===== src/rtl/seq_pkg.sv =====
// Shared encodings and parameter bounds for the debouncer and the downstream
// four-state sequencer.
package seq_pkg;

  typedef enum logic [1:0] {
    STABLE_LO = 2'b00,
    CHK_HI    = 2'b01,
    STABLE_HI = 2'b11,
    CHK_LO    = 2'b10
  } deb_state_e;

  localparam int SYNC_STAGES_MIN     = 2;
  localparam int SYNC_STAGES_MAX     = 4;
  localparam int DEBOUNCE_CYCLES_MIN = 2;
  localparam int DEBOUNCE_CYCLES_MAX = 65535;

endpackage


===== src/rtl/input_debouncer_sync_chain.sv =====
// Multi-flop synchronizer for an asynchronous single-bit input; q is the
// last stage and the only one downstream logic may use.
module sync_chain #(
  parameter int STAGES = 2
) (
  input  logic clk,
  input  logic reset,
  input  logic d,
  output logic q
);

  logic [STAGES-1:0] chain_q;

  always_ff @(posedge clk) begin
    if (!reset) begin
      chain_q <= '0;
    end else begin
      chain_q <= {chain_q[STAGES-2:0], d};
    end
  end

  assign q = chain_q[STAGES-1];

endmodule


===== src/rtl/input_debouncer.sv =====
// Button/switch debouncer: synchronizes raw_in, accepts a level change only
// after DEBOUNCE_CYCLES identical samples, and emits one-cycle edge pulses.
module input_debouncer
  import seq_pkg::*;
#(
  parameter int SYNC_STAGES     = 2,
  parameter int DEBOUNCE_CYCLES = 4,
  parameter bit ACTIVE_LOW      = 1'b0
) (
  input  logic       clk,
  input  logic       reset,
  input  logic       raw_in,
  output logic       level_out,
  output logic       press_pulse,
  output logic       release_pulse,
  output deb_state_e dbg_state
);

  localparam int             CW       = $clog2(DEBOUNCE_CYCLES);
  localparam logic [CW-1:0]  CNT_ONE  = CW'(1);
  localparam logic [CW-1:0]  CNT_LAST = CW'(DEBOUNCE_CYCLES - 1);

  logic          raw_eff;
  logic          sync_q;
  deb_state_e    state_q;
  logic [CW-1:0] cnt_q;
  logic          level_q;
  logic          press_q;
  logic          release_q;

  assign raw_eff = ACTIVE_LOW ? ~raw_in : raw_in;

  sync_chain #(
    .STAGES(SYNC_STAGES)
  ) u_sync (
    .clk  (clk),
    .reset(reset),
    .d    (raw_eff),
    .q    (sync_q)
  );

  // Pulses default low every cycle so each acceptance yields exactly one
  // cycle; cnt counts samples of the candidate level, including the first.
  always_ff @(posedge clk) begin
    if (!reset) begin
      state_q   <= STABLE_LO;
      cnt_q     <= '0;
      level_q   <= 1'b0;
      press_q   <= 1'b0;
      release_q <= 1'b0;
    end else begin
      press_q   <= 1'b0;
      release_q <= 1'b0;
      case (state_q)
        STABLE_LO: begin
          if (sync_q) begin
            state_q <= CHK_HI;
            cnt_q   <= CNT_ONE;
          end else begin
            cnt_q   <= '0;
          end
        end
        CHK_HI: begin
          if (!sync_q) begin
            state_q <= STABLE_LO;
            cnt_q   <= '0;
          end else if (cnt_q == CNT_LAST) begin
            state_q <= STABLE_HI;
            cnt_q   <= '0;
            level_q <= 1'b1;
            press_q <= 1'b1;
          end else begin
            cnt_q   <= cnt_q + CNT_ONE;
          end
        end
        STABLE_HI: begin
          if (!sync_q) begin
            state_q <= CHK_LO;
            cnt_q   <= CNT_ONE;
          end else begin
            cnt_q   <= '0;
          end
        end
        CHK_LO: begin
          if (sync_q) begin
            state_q <= STABLE_HI;
            cnt_q   <= '0;
          end else if (cnt_q == CNT_LAST) begin
            state_q   <= STABLE_LO;
            cnt_q     <= '0;
            level_q   <= 1'b0;
            release_q <= 1'b1;
          end else begin
            cnt_q     <= cnt_q + CNT_ONE;
          end
        end
        default: begin
          state_q <= STABLE_LO;
          cnt_q   <= '0;
          level_q <= 1'b0;
        end
      endcase
    end
  end

  assign level_out     = level_q;
  assign press_pulse   = press_q;
  assign release_pulse = release_q;
  assign dbg_state     = state_q;

endmodule

===== config.mk =====
export PLATFORM = sky130hd
export DESIGN_NAME = input_debouncer
export DESIGN_NICKNAME = d
export VERILOG_FILES = /design/src/rtl/seq_pkg.sv /design/src/rtl/input_debouncer_sync_chain.sv /design/src/rtl/input_debouncer.sv
export SDC_FILE = /design/constraint.sdc
export NUM_CORES = 1
export LEC_CHECK = 0
export CAP_MARGIN = 20
export CELL_PAD_IN_SITES_DETAIL_PLACEMENT = 0
export CELL_PAD_IN_SITES_GLOBAL_PLACEMENT = 1
export CORE_MARGIN = 5
export CORE_UTILIZATION = 30
export CTS_BUF_LIST = sky130_fd_sc_hd__clkbuf_4 sky130_fd_sc_hd__clkbuf_8 sky130_fd_sc_hd__clkbuf_16
export DETAILED_ROUTE_END_ITERATION = 6
export GPL_ROUTABILITY_DRIVEN = 1
export PLACE_DENSITY = 0.74
export SLEW_MARGIN = 0
export SYNTH_ARGS = -nofsm -noshare
export SYNTH_HDL_FRONTEND = slang
export SYNTH_SLANG_ARGS = --single-unit

===== constraint.sdc =====
create_clock -name clk -period 2 [get_ports clk]
set_input_delay 0.5 -clock clk [delete_from_list [all_inputs] [get_ports clk]]
set_output_delay 0.5 -clock clk [all_outputs]
set_load 0.005 [all_outputs]

==> flow_summary.json <==
{
  "status": "finished clean",
  "cts_sinks": 9,
  "slowest_delay_ps": 540,
  "place.port_buffers": 7,
  "dieWidth_um": 49.3,
  "nets": 68,
  "fin_crit_ps": 1720,
  "critical_path.slowest_cell": "clkdlybuf4s50_1",
  "grt_max_degree": 12,
  "synth_cells": 49,
  "critPathTopFamily": "buffers and inverters",
  "ir_drop_mv": 0.383,
  "maxCapViolCount": 0,
  "final_cells": 74,
  "clock_path_buffers": 2,
  "setup_viol": 0,
  "critical_path.cell_chain": "clkdlybuf4s50_1",
  "grt_overflow": 0,
  "hold_violations": 0,
  "p_leak_nw": 0.240,
  "report.final.slew_viol_count": 0,
  "worstPathBufferInverterCount": 1,
  "cts_hold_buf": 0,
  "gp_congestion": 0.688,
  "diodes": 0,
  "ys_warn_count": 0,
  "hpwl_um": 614,
  "ys_types": 20,
  "cts_made_buffers": 3,
  "drc": 0,
  "cp-end-kind": "primary output",
  "core_region_area_sq_um": 1490,
  "critPathRequiredTime_ps": 1500,
  "cts_tree": "yes",
  "die_height_um": 49.3,
  "power_density_nw_per_um2": 759,
  "ys_ff_latch": 9,
  "cts_root_buffer": "clkbuf_4",
  "max_freq_mhz": 582,
  "clock_latency_ps": 260,
  "rsz0062_at_grt": "no",
  "avgSynthCellArea_sq_um": 9.47,
  "drt-pass1-iter-count": 2,
  "tns_ps": 0,
  "h-tree-depth": 1,
  "start_util_pct": 31.2,
  "cts_resized": 0,
  "dieArea_sq_um": 2430,
  "first_global_vias": 325,
  "path_clk_slew_ps": 70,
  "syn-cell-area_sq_um": 464,
  "finClkSkew_ps": 3.72,
  "antenna_found_initial": 0,
  "drive_gt1_share_pct": 6.90,
  "post-place-cells": 70,
  "wl_per_cell_um": 11.0,
  "tightest_slew_ps": 350,
  "ant_nets": 0,
  "cp-start-kind": "flip-flop",
  "rows": 14,
  "finalWirelength_um": 815,
  "min_path_type": "flip-flop to flip-flop",
  "synth_fp_nets": 58,
  "drtIter0Drc": 6,
  "fin_crit_sh_pct": 85.9,
  "io_pins": 8,
  "grt_use_total_pct": 7.18,
  "worstSetupPathType": "flip-flop to primary output",
  "max_slew_margin_pct": 76.7,
  "worstPathMaxFanout": 5,
  "post-cts-setup-buffers": 0,
  "grt_pass1_wl_um": 1340,
  "cp_data_arrival_time_ps": 1220,
  "synthToLayoutAreaGrowth_pct": 22.1,
  "viasPerCell": 4.80,
  "ys_seq_area_share_pct": 38.8,
  "vias": 355
}
[registers in the layout, summed over array words and instances (netlist names)]
signal and count:
cnt_q 2, dbg_state 2, level_out 1, press_pulse 1
release_pulse 1, u_sync.chain_q 2
[synthesized netlist by cell type]
cell type	n	area, sq um
o311a_1	1	10.0
nand2b_1	3	18.8
a21boi_0	1	7.51
a32oi_1	1	8.76
nand2_1	3	11.3
o21ai_0	2	10.0
nor3_1	2	10.0
and2_1	3	18.8
ha_1	6	75.1
a31oi_1	1	6.26
dfxtp_1	9	180
inv_1	3	11.3
and4_1	1	8.76
mux2i_1	3	30.0
nor2b_1	1	6.26
and4b_1	1	10.0
nor2_1	5	18.8
buf_6	1	11.3
clkbuf_1	1	3.75
o21a_1	1	7.51
[per-stage QoR]
step	utilization (%)	instance area, sq um	total power, mW	worst slack [ps]	hold WS, ps
5_1_grt	38.1	567	0.458	223	458
2_1_floorplan	-	464	0.266	659	412
3_5_place_dp	36.2	539	0.293	393	421
3_3_place_gp	36.2	539	0.294	448	425
4_1_cts	38.1	567	0.440	265	438
6_report	38.1	567	0.430	281	434
[metal layers]
layer | part of all wire, % | GRT usage [%] | wire length, um
met5 | 0 | 0 | 0
met4 | 3.7 | 6.73 | 30
met3 | 4.3 | 1.83 | 35
met2 | 41 | 9.87 | 336
met1 | 51 | 8.82 | 412
[logic make-up (layout without fill, tap and decap cells)]
group                    after synthesis  in the layout  synth area share (%)
AND/OR/NAND/NOR                       19             19                  22.1
AO/OA/AOI/OAI                          7              7                  10.8
multiplexers                           3              3                  6.47
flip-flops                             9              9                  38.8
buffers and inverters                  5             14                  5.66
adder cells (fa/ha/maj)                6              6                  16.2
[layout by cell type (no fill, tap or decap)]
cell type        count
dfxtp_1              9
clkdlybuf4s50_1      7
ha_1                 6
nor2_1               5
inv_1                3
mux2i_1              3
nand2b_1             3
nand2_1              3
and2_1               3
clkbuf_4             3
nor3_1               2
o21ai_0              2
o311a_1              1
a32oi_1              1
a21boi_0             1
a31oi_1              1
o21a_1               1
and4_1               1
and4b_1              1
nor2b_1              1
clkinv_2             1
[layout make-up]
| cell class | count | area (sq um) |
|---|---|---|
| Sequential cell | 9 | 180 |
| Fill cell | 151 | 922 |
| Multi-Input combinational cell | 35 | 258 |
| Inverter | 3 | 11.3 |
| Tap cell | 16 | 20.0 |
| Clock buffer | 3 | 22.5 |
| Clock inverter | 1 | 5.00 |
| Timing Repair Buffer | 7 | 70.1 |
[path summary, 6_finish.rpt]
path | startpoint | end | slack, ps | cells past startpoint
min | u_sync.chain_q[0]$_SDFF_PN0_ | u_sync.chain_q[1]$_SDFF_PN0_ | 430 | 1
min reg2reg | u_sync.chain_q[0]$_SDFF_PN0_ | u_sync.chain_q[1]$_SDFF_PN0_ | 430 | 1
max reg2reg | dbg_state[1]$_SDFFE_PN0P_ | cnt_q[0]$_SDFF_PN0_ | 530 | 5
max | dbg_state[1]$_SDFFE_PN0P_ | dbg_state[1] | 280 | 1
[where the power goes]
group,internal [mW],switching [mW]
Clock,0.0739,0.0681
Sequential,0.190,0.0124
Combinational,0.0435,0.0425
Total,0.307,0.123
No activity file was read; power rests on OpenSTA's default activity.
